===== config.mk =====
export PLATFORM = sky130hd
export DESIGN_NAME = rc4_ksa_engine
export DESIGN_NICKNAME = d
export VERILOG_FILES = /design/src/rtl/rc4_ksa_engine.sv
export SDC_FILE = /design/constraint.sdc
export NUM_CORES = 1
export LEC_CHECK = 0
export CAP_MARGIN = 5
export CORE_ASPECT_RATIO = 0.6
export CORE_MARGIN = 10
export CORE_UTILIZATION = 45
export CTS_BUF_LIST = sky130_fd_sc_hd__clkbuf_2 sky130_fd_sc_hd__clkbuf_4 sky130_fd_sc_hd__clkbuf_8
export DETAILED_ROUTE_END_ITERATION = 7
export GPL_TIMING_DRIVEN = 0
export PLACE_DENSITY_LB_ADDON = 0.3
export SYNTH_ARGS = -nofsm -noshare
export SYNTH_HDL_FRONTEND = slang
export SYNTH_SLANG_ARGS = --single-unit
export TNS_END_PERCENT = 20

===== constraint.sdc =====
create_clock -name clk -period 8.4 [get_ports clk]
set_input_delay 0.84 -clock clk [delete_from_list [all_inputs] [get_ports clk]]
set_output_delay 0.84 -clock clk [all_outputs]
set_load 0.005 [all_outputs]

===== src/rtl/rc4_ksa_engine.sv =====
// rc4_ksa_engine: RC4 key-scheduling engine (optional identity fill, then KSA swap loop)
// that shares the S-box RAM with other engines through a req/gnt handshake.
module rc4_ksa_engine #(
    parameter int ADDR_W    = 8,
    parameter int KEY_BYTES = 3,
    parameter bit INIT_EN   = 1'b1
) (
    input  logic                   clk,
    input  logic                   reset_n,
    input  logic                   start,
    input  logic [8*KEY_BYTES-1:0] secret_key,
    output logic                   busy,
    output logic                   done,
    output logic                   mem_req,
    input  logic                   mem_gnt,
    output logic [ADDR_W-1:0]      mem_addr,
    output logic [ADDR_W-1:0]      mem_wdata,
    output logic                   mem_wen,
    input  logic [ADDR_W-1:0]      mem_rdata
);
    localparam int KW = KEY_BYTES > 1 ? $clog2(KEY_BYTES) : 1;

    typedef enum logic [3:0] {IDLE, INIT_WR, RD_I, WAIT_I, RD_J, WAIT_J, WR_I, WR_J, DONE} state_t;

    state_t                 state;
    logic [8*KEY_BYTES-1:0] key_r;
    logic [ADDR_W-1:0]      i, j, temp_i, temp_j;
    logic [KW-1:0]          k;
    logic [7:0]             key_byte;
    logic                   stall;

    // RAM-facing outputs decode straight from state; only the write enable sees the grant.
    always_comb begin
        mem_req   = busy;
        mem_addr  = (state == RD_J || state == WR_J) ? j :
                    (state inside {INIT_WR, RD_I, WR_I}) ? i : '0;
        mem_wdata = (state == INIT_WR) ? i : (state == WR_I) ? temp_j : (state == WR_J) ? temp_i : '0;
        mem_wen   = mem_gnt && (state inside {INIT_WR, WR_I, WR_J});
        stall     = !mem_gnt && (state inside {INIT_WR, RD_I, RD_J, WR_I, WR_J});
        key_byte  = 8'(key_r >> (8 * (KEY_BYTES - 1 - int'(k))));
    end

    always_ff @(posedge clk or negedge reset_n) begin
        if (!reset_n) begin
            state  <= IDLE;
            busy   <= 1'b0;
            done   <= 1'b0;
            key_r  <= '0;
            i      <= '0;
            j      <= '0;
            k      <= '0;
            temp_i <= '0;
            temp_j <= '0;
        end else begin
            done <= 1'b0;
            if (!stall) begin
                case (state)
                    IDLE: if (start) begin
                        key_r <= secret_key;
                        i     <= '0;
                        j     <= '0;
                        k     <= '0;
                        busy  <= 1'b1;
                        state <= INIT_EN ? INIT_WR : RD_I;
                    end
                    INIT_WR: begin
                        i     <= i + 1'b1;
                        state <= (i == '1) ? RD_I : INIT_WR;
                    end
                    RD_I: state <= WAIT_I;
                    WAIT_I: begin
                        temp_i <= mem_rdata;
                        j      <= j + mem_rdata + ADDR_W'(key_byte);
                        state  <= RD_J;
                    end
                    RD_J: state <= WAIT_J;
                    WAIT_J: begin
                        temp_j <= mem_rdata;
                        state  <= WR_I;
                    end
                    WR_I: state <= WR_J;
                    WR_J: if (i == '1) begin
                        busy  <= 1'b0;
                        done  <= 1'b1;
                        state <= DONE;
                    end else begin
                        i     <= i + 1'b1;
                        k     <= (k == KW'(KEY_BYTES - 1)) ? '0 : k + KW'(1);
                        state <= RD_I;
                    end
                    DONE: state <= IDLE;
                    default: state <= IDLE;
                endcase
            end
        end
    end
endmodule


==> results.sh, run 1 <==
export IMPL_maxCapViolCount=0
export IMPL_fin_tns_setup_ns=0
export IMPL_cts_resized=0
export IMPL_yosysTopAreaCellShare_pct=45.0
export IMPL_hold_ws_ns=0.474
export IMPL_hold_viol=0
export IMPL_seqPwrFrac_pct=30.8
export IMPL_clk_pin_slew_worst_paths_ns=0.07
export IMPL_die_h_um=88.9
export IMPL_cts_sinks=64
export IMPL_cts_setup_buffers=0
export IMPL_holdBufCountCts=0
export IMPL_ys_types=43
export IMPL_diodes=0
export IMPL_power_frac_comb_pct=55.3
export IMPL_hp_start="key_r[6]$_DFFE_PN0P_"
export IMPL_io_buffers=54
export IMPL_finalSetupViolCount=0
export IMPL_post_route_period_util_pct=45.9
export IMPL_rr_endpoint="j[7]$_DFFE_PN0P_"
export IMPL_worst_ep_arrival_time_ns=4.12
export IMPL_synth_nets=429
export IMPL_p_int_w=0.00104
export IMPL_p_per_area_nw_per_um2=399
export IMPL_fin_crit_ns=3.85
export IMPL_ys_seq_elements=64
export IMPL_insertion_delay_ns=0.35
export IMPL_floorplan_initialDensity_pct=47.6
export IMPL_ir_drop_mv=0.186
export IMPL_p_sw_w=0.000722
export IMPL_worst_path_max_fanout=10
export IMPL_required_ns=8.67
export IMPL_synth_ff_type="dfrtp_1"
export IMPL_worst_setup_path_start_kind="flip-flop"
export IMPL_r2r_start="k[0]$_DFFE_PN0P_"
export IMPL_synth_most_common_cell="nand2_1"
export IMPL_dr_first_iter_drc_count=344
export IMPL_hp_class="reg -> reg"
export IMPL_synth_area_leaders="dfrtp_1 (45%), nand2_1 (9.1%), mux2_2 (5.1%)"
export IMPL_end_kind="flip-flop"
export IMPL_synth_area_um2=3560
export IMPL_grt_max_degree=65
export IMPL_synth_commonest_cells="nand2_1 (86), dfrtp_1 (64), nor2_1 (41)"
export IMPL_root_buffer="clkbuf_8"
export IMPL_r2r_cells=17
export IMPL_dieArea_um2=12000
export IMPL_cts_buffers_inserted=9
export IMPL_worstSetupPathType="reg -> reg"
export IMPL_drcViolationCount=0
export IMPL_design_area_um2=4410
export IMPL_gp_congestion=0.838
export IMPL_rsz0062_at_grt="no"
export IMPL_grt_overflow_total=0
export IMPL_ys_seq_area_share_pct=45.0
export IMPL_yosys_area_top_type="dfrtp_1"
export IMPL_tightest_slew_ns=1.02
export IMPL_ys_async_sr_fraction_pct=100
export IMPL_syn_to_final_growth_pct=23.9
export IMPL_final_nets=494
export IMPL_ant_nets=0
export IMPL_rows=24
export IMPL_worst_slack_ns=4.55
export IMPL_fin_skew_ns=0.00529
export IMPL_grt_pass1_vias=3073
export IMPL_htree_num_levels=3
export IMPL_grt_total_usage_pct=16.7
export IMPL_post_dp_cell_area_um2=4230
export IMPL_min_delay_path_depth=2
export IMPL_dp_hpwl_um=7130
export IMPL_grt_pass1_wl_um=15700
export IMPL_wl_um=9510
export IMPL_p_leak_nw=2.10
export IMPL_place_ws_ns=4.63
export IMPL_rrSetupSlack_ns=4.55
export IMPL_yosysWarnings=0
export IMPL_core_um2=7480
export IMPL_slew_headroom_pct=31.8
export IMPL_ios=56
export IMPL_die_w_um=135
export IMPL_total_power_w=0.00176
export IMPL_fillers=662
export IMPL_avgSynthCellArea_um2=9.49
export IMPL_drive_gt1_share_pct=10.8
export IMPL_wire_per_inst_um=17.4
export IMPL_antenna_found_initial=0
export IMPL_synthCells=375
export IMPL_min_to="key_r[6]$_DFFE_PN0P_"
export IMPL_p_sw_share_pct=41.0
export IMPL_cts_tree="done"
export IMPL_clock_fmax_mhz=260
export IMPL_drtPass1Iterations=6
export IMPL_vias_per_cell=5.41
export IMPL_clock_path_buffers=2
export IMPL_maxSlewViolCount=0
export IMPL_synth_edff_count=0
export IMPL_status="finished clean"
export IMPL_vias=2967
export IMPL_clkPwrFrac_pct=14.0
## routing by layer
layer	track usage (%)	share of wire, %
met2	25.6	44
met4	3.93	1.3
met5	0	0
met3	5.60	5.2
met1	22.3	50
## cell families after synthesis
kind of cell,count (synthesis),share of synthesized area [%]
buf+inv,42,5.21
flops,64,45.0
fa+ha+maj,18,8.02
simple gates,152,18.0
compound gates,62,13.2
xor+xnor,10,2.46
mux,27,8.16
## per-stage QoR
step,utilization [%],cells
floorplan,-,375
global placement,56.5,533
detailed placement,56.5,533
CTS,58.9,548
global route,58.9,548
finish,58.9,548
## cell usage in the layout (no fill, tap or decap), drive strengths merged, types with 11 or more instances in the layout
cell type / Yosys / layout
mux2: 16 / 16
inv: 21 / 21
clkbuf: 11 / 26
nand2: 86 / 86
nor2: 41 / 41
clkdlybuf4s50: 0 / 53
dfrtp: 64 / 64
a21oi: 15 / 15
mux2i: 11 / 11
buf: 10 / 11
## worst max-delay path by stage
stage	from	to	slack, ns	depth (start not counted)
after global routing	k[0]$_DFFE_PN0P_	j[7]$_DFFE_PN0P_	4.28	17
after detailed placement	k[0]$_DFFE_PN0P_	j[7]$_DFFE_PN0P_	4.63	17
after floorplan	k[0]$_DFFE_PN0P_	j[7]$_DFFE_PN0P_	5.04	17
after CTS	k[0]$_DFFE_PN0P_	j[7]$_DFFE_PN0P_	4.58	17
after global placement	reset_n	state[2]$_DFFE_PN0P_	4.38	1
final	k[0]$_DFFE_PN0P_	j[7]$_DFFE_PN0P_	4.55	17
## flip-flops by register name, indices dropped and copies added (netlist names)
register and flops:
temp_j 8, k 2, temp_i 8, state 4, busy 1, i 8
done 1, key_r 24, j 8
## worst max-delay path, cell delays in order, from the launching register on
cell and delay [ns]:
dfrtp_1 0.42, inv_1 0.09, ha_1 0.30, buf_4 0.19, and2_1 0.17, clkbuf_1 0.18
a21oi_1 0.18, nor2_1 0.08, fa_1 0.51, ha_1 0.18, inv_1 0.06, fa_1 0.40
nand2b_1 0.20, a21oi_1 0.21, o22ai_1 0.13, xnor2_1 0.21, a21oi_1 0.09, o22ai_1 0.15
## layout make-up
cell class	count	area [µm²]	area share [%]
sequential	64	1600	36.3
clock buffer	15	181	4.12
buffer	21	106	2.41
timing repair buffer	54	538	12.2
tap	104	130	2.95
inverter	21	78.8	1.79
multi-input combinational	269	1770	40.2
## power by group through the flow
| stage | sequential, W | clock (W) | combinational (W) |
|---|---|---|---|
| 6_report | 0.000541 | 0.000246 | 0.000972 |
| 3_3_place_gp | 0.000537 | 0 | 0.000925 |
| 5_1_grt | 0.000557 | 0.000267 | 0.00109 |
| 3_5_place_dp | 0.000543 | 0 | 0.000967 |
| 4_1_cts | 0.000539 | 0.000252 | 0.000970 |
| 2_1_floorplan | 0.000512 | 0 | 0.000668 |
Note: power is estimated with default switching activity, not from simulation.
==> inputs of run 2 (changes only) <==
==> constraint.sdc (replaced) <==
create_clock -name clk -period 3.4 [get_ports clk]
set_input_delay 0.34 -clock clk [delete_from_list [all_inputs] [get_ports clk]]
set_output_delay 0.34 -clock clk [all_outputs]
set_load 0.005 [all_outputs]
==> run 2 against run 1 <==
Compared with the run above: die area stayed put; sequential share of layout area fell by 1.1 points; power grew to 2.7 times the previous value; global-route usage grew 0.15 points; largest cell class unchanged; worst hold slack lost 0.40 ns; final cell count grew 1.6%; combinational power increased to 2.8 times the previous value; critical path type unchanged; non-clock buffer count up 9.
==> results.sh, run 2 (same netlist as run 1, synthesis figures left out) <==
export IMPL_status="finished clean"
export IMPL_fin_crit_ns=3.34
export IMPL_ant_nets=0
export IMPL_end_kind="flip-flop"
export IMPL_floorplan_initialDensity_pct=47.6
export IMPL_wire_per_inst_um=17.4
export IMPL_core_um2=7480
export IMPL_vias_per_cell=5.36
export IMPL_tightest_slew_ns=1.06
export IMPL_finalSetupViolCount=0
export IMPL_worst_slack_ns=0.0567
export IMPL_p_leak_nw=2.17
export IMPL_slew_headroom_pct=29.3
export IMPL_wl_um=9720
export IMPL_regMostFlops="key_r"
export IMPL_multi_input_area_um2=1830
export IMPL_hold_viol=0
export IMPL_grt_max_degree=65
export IMPL_drtPass1Iterations=5
export IMPL_cts_sinks=64
export IMPL_hp_class="in -> async"
export IMPL_clock_path_buffers=2
export IMPL_die_h_um=88.9
export IMPL_syn_to_final_growth_pct=27.6
export IMPL_drive_gt1_share_pct=15.7
export IMPL_cts_tree="done"
export IMPL_grt_pass1_vias=3096
export IMPL_worst_ep_arrival_time_ns=3.62
export IMPL_p_per_area_nw_per_um2=1030
export IMPL_vias=2986
export IMPL_ir_drop_mv=0.518
export IMPL_grt_pass1_wl_um=15800
export IMPL_rows=24
export IMPL_dp_hpwl_um=7130
export IMPL_worst_setup_path_start_kind="flip-flop"
export IMPL_io_buffers=54
export IMPL_grt_total_usage_pct=16.8
export IMPL_post_route_period_util_pct=98.3
export IMPL_place_ws_ns=-0.372
export IMPL_final_common_cell="nand2_1"
export IMPL_grt_overflow_total=0
export IMPL_most_common_layout_cells="nand2_1 (86), dfrtp_1 (64), clkdlybuf4s50_1 (53), nor2_1 (40), inv_1 (18)"
export IMPL_die_w_um=135
export IMPL_insertion_delay_ns=0.35
export IMPL_root_buffer="clkbuf_8"
export IMPL_maxCapViolCount=0
export IMPL_cts_buffers_inserted=9
export IMPL_ios=56
export IMPL_worst_path_max_fanout=5
export IMPL_fin_skew_ns=0.00512
export IMPL_rsz0062_at_grt="yes"
export IMPL_final_nets=503
export IMPL_clock_fmax_mhz=299
export IMPL_fin_tns_setup_ns=0
export IMPL_antenna_found_initial=0
export IMPL_utilization_pct=60.7
export IMPL_gp_congestion=0.838
export IMPL_required_ns=3.67
export IMPL_maxSlewViolCount=0
export IMPL_total_power_w=0.00467
export IMPL_clk_pin_slew_worst_paths_ns=0.07
export IMPL_worstSetupPathType="reg -> reg"
export IMPL_register_area_um2=1600
export IMPL_dr_first_iter_drc_count=301
export IMPL_dieArea_um2=12000
export IMPL_largest_reg_flops=24
export IMPL_hold_ws_ns=0.0763
export IMPL_htree_num_levels=3
export IMPL_drcViolationCount=0
export IMPL_diodes=0
export IMPL_fillers=643
-- run 2: changes by cell type in the layout (fill, tap and decap cells not counted), sizes merged --
cell / previous run / this run
buf: 11 / 22
clkbuf: 26 / 24
-- run 2: area by class of cell --
| type | instances | share of cell area [%] |
|---|---|---|
| inverter | 21 | 1.74 |
| sequential | 64 | 35.3 |
| tap | 104 | 2.87 |
| clock buffer | 15 | 4.00 |
| multi-input combinational | 269 | 40.3 |
| timing repair buffer | 64 | 13.5 |
| buffer | 20 | 2.34 |
-- run 2: path summary, 6_finish.rpt --
check	start	endpoint	slack [ns]	cells after the start
max	k[0]$_DFFE_PN0P_	j[7]$_DFFE_PN0P_	0.06	17
min	reset_n	temp_i[6]$_DFFE_PN0P_	0.08	1
max reg2reg	k[0]$_DFFE_PN0P_	j[7]$_DFFE_PN0P_	0.06	17
min reg2reg	key_r[6]$_DFFE_PN0P_	key_r[6]$_DFFE_PN0P_	0.47	2
max in group asynchronous	reset_n	state[2]$_DFFE_PN0P_	2.80	1
min in group clk	mem_gnt	state[3]$_DFFE_PN0P_	0.34	2
-- run 2: worst max-delay path, stage by stage (launching register included) --
cell      delay, ns
dfrtp_1        0.37
inv_2          0.06
ha_4           0.26
buf_6          0.11
mux2i_1        0.20
nor2_1         0.06
a21oi_1        0.16
nor2_2         0.08
fa_1           0.53
ha_2           0.19
inv_2          0.04
fa_2           0.37
nand2b_4       0.17
a21oi_4        0.17
o22ai_2        0.10
xnor2_2        0.19
a21oi_2        0.07
o22ai_1        0.14
-- run 2: metal layers --
layer / part of all wire (%) / track usage (%)
met1: 46 / 22.5
met2: 45 / 25.7
met3: 7.3 / 5.60
met4: 1.7 / 4.13
met5: 0 / 0
-- run 2: power breakdown --
group	internal (W)	leakage (nW)	switching, W
sequential	0.00109	0.795	0.000241
clock	0.000334	0.0975	0.000278
combinational	0.00133	1.28	0.00140
total	0.00275	2.17	0.00192
-- run 2: through the flow --
step,area (µm²),std cells
floorplan,3560,375
global placement,4230,533
detailed placement,4230,533
CTS,4450,551
global route,4540,557
finish,4540,557
-- run 2: timing repair --
| action | CTS | global route |
|---|---|---|
| gates resized for setup | 6 | 12 |
| setup endpoints to repair | 3 | 2 |
| buffers inserted | 4 | 6 |
| hold buffers | 0 | 0 |
| pin swaps | 1 | 10 |
